## src/rtl/fmul_seq.sv

```systemverilog
// fmul_seq: multi-cycle IEEE-754 multiplier. A radix-2 shift-add loop builds the
// significand product, then one cycle normalises, rounds, packs and resolves specials.
module fmul_seq #(
  parameter int NEXP = 8,
  parameter int NSIG = 23
) (
  input  logic               clk,
  input  logic               rst_n,
  input  logic               start,
  input  logic [NEXP+NSIG:0] a,
  input  logic [NEXP+NSIG:0] b,
  input  logic               round_mode,
  output logic               busy,
  output logic               done,
  output logic [NEXP+NSIG:0] y,
  output logic [4:0]         flags
);
  localparam int M    = NSIG + 1;
  localparam int W    = 1 + NEXP + NSIG;
  localparam int P    = 2 * M;
  localparam int BIAS = (1 << (NEXP - 1)) - 1;
  localparam int SW   = $clog2(P + 1);
  localparam int CW   = $clog2(M + 1);
  localparam int EW   = NEXP + SW + 2;
  localparam int MW   = EW + NSIG;

  localparam logic signed [EW-1:0] EMIN    = EW'(1 - BIAS);
  localparam logic signed [EW-1:0] E_ONE   = EW'(1);
  localparam logic signed [EW-1:0] E_BIAS  = EW'(BIAS);
  localparam logic signed [EW-1:0] E_BM1   = EW'(BIAS - 1);
  localparam logic signed [EW-1:0] P_S     = EW'(P);
  localparam logic [EW-1:0]        EXP_MAX = EW'((1 << NEXP) - 1);
  localparam logic [CW-1:0]        CNT_M   = CW'(M);
  localparam logic [W-1:0]         QNAN    = {1'b0, {NEXP{1'b1}}, 1'b1, {(NSIG-1){1'b0}}};

  typedef enum logic [1:0] {
    IDLE = 2'd0,
    MUL  = 2'd1,
    RND  = 2'd2
  } state_t;

  function automatic logic signed [EW-1:0] unbias(input logic [NEXP-1:0] f);
    logic signed [EW-1:0] e;
    if (f == {NEXP{1'b0}}) begin
      e = EMIN;
    end else begin
      e = $signed({{(EW-NEXP){1'b0}}, f}) - E_BIAS;
    end
    return e;
  endfunction

  // Position of the leading one counted from the MSB; P when the vector is zero.
  function automatic logic [SW-1:0] lead_zeros(input logic [P-1:0] v);
    logic [SW-1:0] n;
    n = SW'(P);
    for (int i = 0; i < P; i++) begin
      if (v[i]) begin
        n = SW'(P - 1 - i);
      end else begin
        n = n;
      end
    end
    return n;
  endfunction

  state_t               state_r, next_s;
  logic [W-2:0]         opa_r, opb_r;
  logic                 rm_r, sign_r;
  logic [M-1:0]         ma_r, mb_r;
  logic signed [EW-1:0] ea_r, eb_r;
  logic [P-1:0]         acc_r;
  logic [CW-1:0]        cnt_r;
  logic [W-1:0]         y_r;
  logic [4:0]           flags_r;
  logic                 done_r, busy_r;

  logic [M:0]           addend_s, sum_s;
  logic [SW-1:0]        shift_s;
  logic [P-1:0]         norm_s, den_s;
  logic signed [EW-1:0] exp_s, dist_s, be_m_s;
  logic                 tiny_s, lost_s, guard_s, round_s, sticky_s, inexact_s, inc_s, ovf_s;
  logic [M-1:0]         mant_s;
  logic [MW-1:0]        mag_s;
  logic                 a_nan_s, a_snan_s, a_inf_s, a_zero_s;
  logic                 b_nan_s, b_snan_s, b_inf_s, b_zero_s;
  logic [W-1:0]         res_y_s;
  logic [4:0]           res_f_s;

  // State register.
  always_ff @(posedge clk or negedge rst_n) begin
    if (!rst_n) begin
      state_r <= IDLE;
    end else begin
      state_r <= next_s;
    end
  end

  // Next-state logic: the MUL state spends one extra cycle once the count hits zero.
  always_comb begin
    next_s = state_r;
    case (state_r)
      IDLE: begin
        if (start) next_s = MUL;
        else       next_s = IDLE;
      end
      MUL: begin
        if (cnt_r == {CW{1'b0}}) next_s = RND;
        else                     next_s = MUL;
      end
      RND:     next_s = IDLE;
      default: next_s = IDLE;
    endcase
  end

  // One shift-add step: conditionally add the multiplicand into the upper half.
  always_comb begin
    addend_s = mb_r[0] ? {1'b0, ma_r} : {(M+1){1'b0}};
    sum_s    = {1'b0, acc_r[P-1:M]} + addend_s;
  end

  // Normalise, denormalise into subnormal range, round and pack the finite result.
  always_comb begin
    shift_s = lead_zeros(acc_r);
    norm_s  = acc_r << shift_s;
    exp_s   = ea_r + eb_r + E_ONE - $signed({{(EW-SW){1'b0}}, shift_s});
    tiny_s  = (exp_s < EMIN);
    dist_s  = tiny_s ? (EMIN - exp_s) : {EW{1'b0}};
    if (dist_s >= P_S) begin
      den_s  = {P{1'b0}};
      lost_s = |norm_s;
    end else begin
      den_s  = norm_s >> dist_s;
      lost_s = |(norm_s & ~({P{1'b1}} << dist_s));
    end
    mant_s    = den_s[P-1:M];
    guard_s   = den_s[M-1];
    round_s   = den_s[M-2];
    sticky_s  = (|den_s[M-3:0]) | lost_s;
    inexact_s = guard_s | round_s | sticky_s;
    inc_s     = rm_r & guard_s & (round_s | sticky_s | mant_s[0]);
    // Hidden bit adds into the exponent field, so rounding carries renormalise for free.
    be_m_s    = tiny_s ? {EW{1'b0}} : (exp_s + E_BM1);
    mag_s     = {be_m_s, {NSIG{1'b0}}} + MW'(mant_s) + MW'(inc_s);
    ovf_s     = (mag_s[MW-1:NSIG] >= EXP_MAX);
  end

  // Operand classification and special-case priority.
  always_comb begin
    a_nan_s  = (&opa_r[W-2:NSIG]) & (|opa_r[NSIG-1:0]);
    a_snan_s = a_nan_s & ~opa_r[NSIG-1];
    a_inf_s  = (&opa_r[W-2:NSIG]) & ~(|opa_r[NSIG-1:0]);
    a_zero_s = ~(|opa_r);
    b_nan_s  = (&opb_r[W-2:NSIG]) & (|opb_r[NSIG-1:0]);
    b_snan_s = b_nan_s & ~opb_r[NSIG-1];
    b_inf_s  = (&opb_r[W-2:NSIG]) & ~(|opb_r[NSIG-1:0]);
    b_zero_s = ~(|opb_r);
    res_y_s  = {W{1'b0}};
    res_f_s  = 5'b00000;
    if (a_snan_s | b_snan_s) begin
      res_y_s = QNAN;
      res_f_s = 5'b10000;
    end else if (a_nan_s | b_nan_s) begin
      res_y_s = QNAN;
      res_f_s = 5'b00000;
    end else if ((a_inf_s & b_zero_s) | (a_zero_s & b_inf_s)) begin
      res_y_s = QNAN;
      res_f_s = 5'b10000;
    end else if (a_inf_s | b_inf_s) begin
      res_y_s = {sign_r, {NEXP{1'b1}}, {NSIG{1'b0}}};
      res_f_s = 5'b00000;
    end else if (a_zero_s | b_zero_s) begin
      res_y_s = {sign_r, {(W-1){1'b0}}};
      res_f_s = 5'b00000;
    end else if (ovf_s) begin
      if (rm_r) begin
        res_y_s = {sign_r, {NEXP{1'b1}}, {NSIG{1'b0}}};
      end else begin
        res_y_s = {sign_r, {(NEXP-1){1'b1}}, 1'b0, {NSIG{1'b1}}};
      end
      res_f_s = 5'b00101;
    end else begin
      res_y_s = {sign_r, mag_s[W-2:0]};
      res_f_s = {3'b000, tiny_s & inexact_s, inexact_s};
    end
  end

  // Operand capture, iteration datapath and registered outputs.
  always_ff @(posedge clk or negedge rst_n) begin
    if (!rst_n) begin
      opa_r   <= {(W-1){1'b0}};
      opb_r   <= {(W-1){1'b0}};
      rm_r    <= 1'b0;
      sign_r  <= 1'b0;
      ma_r    <= {M{1'b0}};
      mb_r    <= {M{1'b0}};
      ea_r    <= {EW{1'b0}};
      eb_r    <= {EW{1'b0}};
      acc_r   <= {P{1'b0}};
      cnt_r   <= {CW{1'b0}};
      y_r     <= {W{1'b0}};
      flags_r <= 5'b00000;
      done_r  <= 1'b0;
      busy_r  <= 1'b0;
    end else begin
      done_r <= 1'b0;
      case (state_r)
        IDLE: begin
          if (start) begin
            opa_r  <= a[W-2:0];
            opb_r  <= b[W-2:0];
            rm_r   <= round_mode;
            sign_r <= a[W-1] ^ b[W-1];
            ma_r   <= {|a[W-2:NSIG], a[NSIG-1:0]};
            mb_r   <= {|b[W-2:NSIG], b[NSIG-1:0]};
            ea_r   <= unbias(a[W-2:NSIG]);
            eb_r   <= unbias(b[W-2:NSIG]);
            acc_r  <= {P{1'b0}};
            cnt_r  <= CNT_M;
            busy_r <= 1'b1;
          end
        end
        MUL: begin
          if (cnt_r != {CW{1'b0}}) begin
            acc_r <= {sum_s, acc_r[M-1:1]};
            mb_r  <= {1'b0, mb_r[M-1:1]};
            cnt_r <= cnt_r - CW'(1);
          end
        end
        RND: begin
          y_r     <= res_y_s;
          flags_r <= res_f_s;
          done_r  <= 1'b1;
          busy_r  <= 1'b0;
        end
        default: begin
          busy_r <= 1'b0;
        end
      endcase
    end
  end

  assign busy  = busy_r;
  assign done  = done_r;
  assign y     = y_r;
  assign flags = flags_r;

endmodule

```

## config.mk

```make
export PLATFORM = sky130hd
export DESIGN_NAME = fmul_seq
export DESIGN_NICKNAME = d
export VERILOG_FILES = /design/src/rtl/fmul_seq.sv
export SDC_FILE = /design/constraint.sdc
export NUM_CORES = 1
export LEC_CHECK = 0
export CAP_MARGIN = 20
export CELL_PAD_IN_SITES_DETAIL_PLACEMENT = 1
export CELL_PAD_IN_SITES_GLOBAL_PLACEMENT = 2
export CORE_ASPECT_RATIO = 1.4
export CORE_UTILIZATION = 33
export DETAILED_ROUTE_END_ITERATION = 8
export PLACE_DENSITY_LB_ADDON = 0.3
export SYNTH_ARGS = -nofsm -noshare
export SYNTH_HDL_FRONTEND = slang
export SYNTH_SLANG_ARGS = --single-unit
```

## constraint.sdc

```tcl
create_clock -name clk -period 10.3 [get_ports clk]
set_input_delay 2.06 -clock clk [delete_from_list [all_inputs] [get_ports clk]]
set_output_delay 2.06 -clock clk [all_outputs]
set_load 0.1 [all_outputs]
```

==> impl_metrics.env <==
export IMPL_arrival_ns=10.33
export IMPL_grt_start_max_net_pins=81
export IMPL_vias_per_cell=6.36
export IMPL_yosys_warnings=0
export IMPL_seq_area_mm2=0.00501
export IMPL_slew_headroom=0.193
export IMPL_worstPathRequired_ns=10.69
export IMPL_holdWs_ns=0.480
export IMPL_ys_ff_latch=200
export IMPL_status="complete, no violations"
export IMPL_crit_fanout=41
export IMPL_multiInputGateArea_mm2=0.0148
export IMPL_ys_top_cells_by_count="nand2_1, nor2_1, dfrtp_1"
export IMPL_cts_root_buf="clkbuf_16"
export IMPL_core_area_mm2=0.0622
export IMPL_hold_viol=0
export IMPL_rows=108
export IMPL_postCtsHoldBufs=0
export IMPL_track_usage=0.331
export IMPL_vias=24000
export IMPL_rrSetupSlack_ns=0.37
export IMPL_clock_skew_ns=0.0204
export IMPL_die_y_um=299
export IMPL_period_share=0.964
export IMPL_cts_buffers=17
export IMPL_max_freq_mhz=101
export IMPL_hold_path_depth=2
export IMPL_yosys_cell_types_count=123
export IMPL_grt_pass1_vias=24800
export IMPL_wire_per_inst_um=28.5
export IMPL_syn_instance_count=2809
export IMPL_synth_top_area_cell="dfrtp_1"
export IMPL_io_pins=107
export IMPL_reg2reg_depth=37
export IMPL_area_growth_pct=17.1
export IMPL_cp_end_kind="register"
export IMPL_wl_met2_um=53700
export IMPL_synth_fp_nets=2935
export IMPL_period_needed_ns=9.93
export IMPL_async_reset_ff_frac=1.00
export IMPL_routabilityCongestion=1.04
export IMPL_stdcell_count=3779
export IMPL_crit_path_start_kind="register"
export IMPL_htreeDepth=4
export IMPL_wl_met3_um=5040
export IMPL_grt_pass1_wl_um=161000
export IMPL_drt_iter0_drc=1765
export IMPL_synth_top_area_share=0.241
export IMPL_ant_nets=0
export IMPL_drc_errors=0
export IMPL_synth_yosys_seq_area_share=0.241
export IMPL_clkSinkCount=200
export IMPL_drt_met1_wl_um=40500
export IMPL_top_layer_used="met5"
export IMPL_cts_path_max_buffers=2
export IMPL_drt_first_pass_iters=5
export IMPL_fin_nets=3067
export IMPL_path_clk_slew_ns=0.08
export IMPL_antenna_found_initial=1
export IMPL_initial_core_util=0.334
export IMPL_crit_type="register to register"
export IMPL_max_stage_delay_ns=0.58
export IMPL_clk_latency_ns=0.50
export IMPL_synth_edf_count=0
export IMPL_cap_violations=0
export IMPL_dp_hpwl_um=84200
export IMPL_tightestPinTransition_ns=1.18
export IMPL_drv_slew=0
export IMPL_dpl_cell_count=3744
export IMPL_cpMostUsedCell="buf_4"
export IMPL_grt_overflow_total=0
export IMPL_synth_most_common_cell="nand2_1"
export IMPL_n_fill_cell=7662
export IMPL_tritoncts="done"
export IMPL_dieArea_mm2=0.0640
export IMPL_routed_wl_um=108000
export IMPL_hp_class="register to register"
export IMPL_ys_top_cells_by_area="dfrtp_1, nand2_1, o21ai_0"
export IMPL_critPathSlowestCell="or4_4"
export IMPL_setup_viol=0
export IMPL_synth_main_ff_cell="dfrtp_1"
export IMPL_port_buffers=105
export IMPL_synth_area_mm2=0.0208
export IMPL_synth_area_per_cell_um2=7.40
export IMPL_die_w_um=214
export IMPL_drive_above_1_share=0.136
layer usage:
metal  vias to the layer above  GRT usage
li1                      10800          -
met1                     12000      0.365
met2                       893      0.587
met5                         -          0
met3                       333     0.0483
met4                         2      0.228
flip-flops by register name, summed over array words and instances, names as in the netlist:
signal	flops
opa_r	31
eb_r	9
cnt_r	5
ea_r	9
mb_r	24
state_r	2
opb_r	31
busy	1
y	32
flags	4
done	1
rm_r	1
ma_r	1
acc_r	48
sign_r	1
cells in the final DEF, fill, tap and decap left out, types with 31 or more instances in the layout:
master and n:
nand2_1 507, nor2_1 209, dfrtp_1 199, buf_4 194, o21ai_0 181, a21oi_1 162
nand3_1 132, clkdlybuf4s50_1 104, inv_1 79, nand4_1 63, a31oi_1 55, o211ai_1 52
nor3_1 49, ha_1 49, mux2i_1 47, xnor2_1 45, a22oi_1 45, and2_1 41
o31ai_1 38, nor4_1 34, o22ai_1 34, xor2_1 31
logic make-up (layout without fill, tap and decap cells):
family | Yosys count | count (layout) | share of synthesized area
AOI/OAI and AO/OA | 943 | 943 | 0.328
xor gates and xnor gates | 77 | 77 | 0.0324
DFF | 200 | 200 | 0.241
buffers and inverters | 280 | 424 | 0.0595
muxes | 58 | 58 | 0.0302
other | 1 | 2 | 0.000180
adders and majority gates | 58 | 58 | 0.0374
and+or+nand+nor | 1192 | 1192 | 0.271
worst max-delay path, delay by kind of cell (launching register included):
family / cells / cell delay (ns)
AOI/OAI and AO/OA: 13 / 3.77
and+or+nand+nor: 12 / 2.84
buffers and inverters: 7 / 1.36
adders and majority gates: 3 / 1.00
DFF: 1 / 0.47
xor gates and xnor gates: 2 / 0.31
through the flow:
stage,utilization,setup WS [ns],setup TNS (ns),area (um2)
final,0.392,0.368,0,24300
after global routing,0.391,-0.0137,-0.0137,24300
after CTS,0.389,0.0866,0,24200
after detailed placement,0.379,-0.0533,-0.638,23600
after global placement,0.379,0.0576,0,23600
after floorplan,-,0.216,0,20800
path summary, 6_finish.rpt:
kind / startpoint / endpoint
min: ma_r[23] / ma_r[23]
min in group asynchronous: rst_n / y[20]
min reg2reg: ma_r[23] / ma_r[23]
max in group asynchronous: rst_n / opa_r[15]
max: acc_r[28] / flags[1]
max reg2reg: acc_r[28] / flags[1]
area by class of cell:
type,count,share of cell area
inverters,85,0.0131
well taps,825,0.0424
clock inverters,11,0.00566
diodes,1,0.000103
flip-flops and latches,200,0.206
multi-input cells,2329,0.606
clock buffers,20,0.0179
repair buffers,308,0.109
what timing repair did:
| item | 4_1_cts | 5_1_grt |
|---|---|---|
| pin swaps | 0 | 1 |
| endpoints found under the setup margin | 26 | 34 |
| gates resized for setup | 1 | 35 |
| setup buffers | 0 | 2 |
Power is not shown: default switching activity piles up to over one toggle a cycle in this logic, so the estimate is an artifact.
==> RTL change: new RTL, same settings <==
Set the parameter `NEXP` to 7 (it was 8).
--- a/src/rtl/fmul_seq.sv
+++ b/src/rtl/fmul_seq.sv
@@ -1,7 +1,7 @@
 // fmul_seq: multi-cycle IEEE-754 multiplier. A radix-2 shift-add loop builds the
 // significand product, then one cycle normalises, rounds, packs and resolves specials.
 module fmul_seq #(
-  parameter int NEXP = 8,
+  parameter int NEXP = 7,
   parameter int NSIG = 23
 ) (
   input  logic               clk,
Interface: changed (resized a, b and y); port bits go from 107 to 104. No check against the original RTL was run, so the function may have changed too.
==> RTL change against the original RTL <==
  * Setup slack got worse by 0.20 ns
  * Sequential share of layout area decreased by 0.19 points
  * Die area shrank 0.27%
  * Utilization decreased by 0.53 points
  * Critical path depth down 5
  * Cell count is 2.1% lower
  * Wire length rose by 4.8%
  * Fmax down 2.0%
  * Cell area decreased by 1.6%
  * Sequential cell count decreased by 5
  * Synthesized area fell by 0.27%
Power is left out: the tool's default activity adds up to more than one toggle a clock period on the data nets, which glitch-free logic cannot reach.
==> RTL change: results (changes against the original RTL) <==
Global route
  • GRT Util Overall: 35.9% (+2.8 points)
  • Initial antenna violation count: 8 (+7)
  • Maximum number of pins on one net before global-route repair: 82 (+1.2%)
  • First-pass GRT wire length: 168 mm (+4.3%)
  • Number of global-route vias before repair: 24940 (+0.65%)

Logic synthesis
  • Synth unique cells: 139 (+13%)
  • Post-Syn Nets: 2891 (-1.5%)
  • Syn. warnings: 0 (unchanged)
  • Asr flop ratio synth: 100% (unchanged)
  • Sequential fraction of the synthesis area: 23.5% (-0.54 points)
  • #FFs+latches synth: 195 (-2.5%)
  • Synth top cells by count: nand2_1 (505), nor2_1 (220), dfrtp_1 (195)
  • Synth area leaders: dfrtp_1 (24%), nand2_1 (9.1%), o21ai_0 (4.5%)

Finish
  • FILL cells: 7581 (-1.1%)
  • Layout cell share with drive strength beyond 1: 12.9% (-0.78 points)
  • Signal buf overhead: 10.2% (-0.69 points)
  • Signal buffers: 275 (-11%)
  • Register area: 4880 um^2 (-2.5%)
  • # nets final: 2984 (-2.7%)
  • Logic inverters: 83 (-2.4%)
  • Comb_multi_in: 2290 (-1.7%)
  • Clk cell area share: 2.64% (+0.28 points)
  • ANT cells: 0 (-1)
  • Max reg flops: 48 (unchanged)
  • Reg with most FFs: acc_r
  • Fraction of area in multi-input gates: 61.2% (+0.53 points)

Placed design
  • Area of placed instances: 23100 um^2 (-2.1%)
  • # port buffers: 102 (-2.9%)
  • DPL Wire Length: 86.7 mm (+2.9%)
  • Placer Congestion: 1.07 (+3.0%)

CTS
  • Clk_lat worst skew: 0.53 ns (+0.03 ns)
  • H-tree Lvls: 4 (unchanged)
  • Clock Path Buffers: 2 (unchanged)
  • TritonCTS Buffers: 17 (unchanged)
  • Clock slew at reported path FFs: 0.09 ns

Floorplanning
  • Tap Count: 825 (unchanged)

Critical path
  • Crit path largest cell delay: 0.85 ns (+0.27 ns)
  • CP Max Fanout: 30 (-27%)
  • Top delay family on crit path: simple AND/OR/NAND/NOR gates
  • Max stage delay cell, worst path: nor2_1
  • R2r setup slk: 0.17 ns (-0.20 ns)
  • CP arrival: 10.51 ns (+0.18 ns)

Outcome
  • Outcome: finished, final reports clean

Detailed routing
  • Initial DRC Count: 1923 (+9.0%)
  • Drt pass-1 iters: 6 (+1)
  • Drt wl/cell: 30.5 um (+7.0%)
  • Via/cell ratio: 6.41 (+0.86%)

Timing
  • Worst Clk Skew: 0.0238 ns (+0.00337 ns)
  • Worst Tran Pin Value: 1.26 ns (+0.0794 ns)
[RTL change: changes by cell type after synthesis, sizes merged, moves of 14 or more]
cell    before  now
nor3        53  109
nand4       67   26
a31oi       58   28
a21oi      170  142
a211oi      37   64
o211ai      81   57
nand3      132  113
a22oi       46   28
a21o         8   22
o32ai       12   26
[RTL change: path summary, 6_finish.rpt]
path | start | end | cells past startpoint
worst min-delay path | mb_r[2] | mb_r[2] | 2
worst max register to register | acc_r[3] | y[0] | 32
min in group asynchronous | rst_n | y[6] | 1
worst max-delay path | acc_r[3] | y[0] | 32
max in group asynchronous | rst_n | acc_r[18] | 2
worst min register to register | mb_r[2] | mb_r[2] | 2
[RTL change: timing repair]
item,4_1_cts,5_1_grt
gates cloned,0,1
setup buffers,0,4
resized for setup,1,8
setup endpoints to repair,1,27
pin swaps,0,3
hold endpoints to repair,0,0
[RTL change: kinds of logic after synthesis]
| family | synth area share, % |
|---|---|
| mux | 3.41 |
| fa+ha+maj | 3.63 |
| compound gates | 32.6 |
| simple gates | 27.4 |
| buf+inv | 6.31 |
| other cells | 0.0181 |
| flops | 23.5 |
| xor+xnor | 3.08 |
[RTL change: routing by layer]
layer	GRT usage (%)	share of wire, %	vias to the layer above
met3	9.18	6.1	460
met5	0	0.093	-
li1	-	-	10489
met1	36.6	35	11711
met2	60.4	48	1040
met4	31.5	10	16
[RTL change: stage by stage]
stage | utilization (%) | hold WS, ns | worst slack [ns] | TNS, ns | instances
floorplan | - | 0.442 | 0.920 | 0 | 2769
global route | 38.6 | 0.515 | 0.0439 | 0 | 3700
detailed placement | 37.2 | 0.470 | -0.0274 | -0.0274 | 3650
global placement | 37.2 | 0.461 | -0.0999 | -0.0999 | 3649
CTS | 38.2 | 0.490 | 0.0233 | 0 | 3682
finish | 38.6 | 0.484 | 0.166 | 0 | 3700
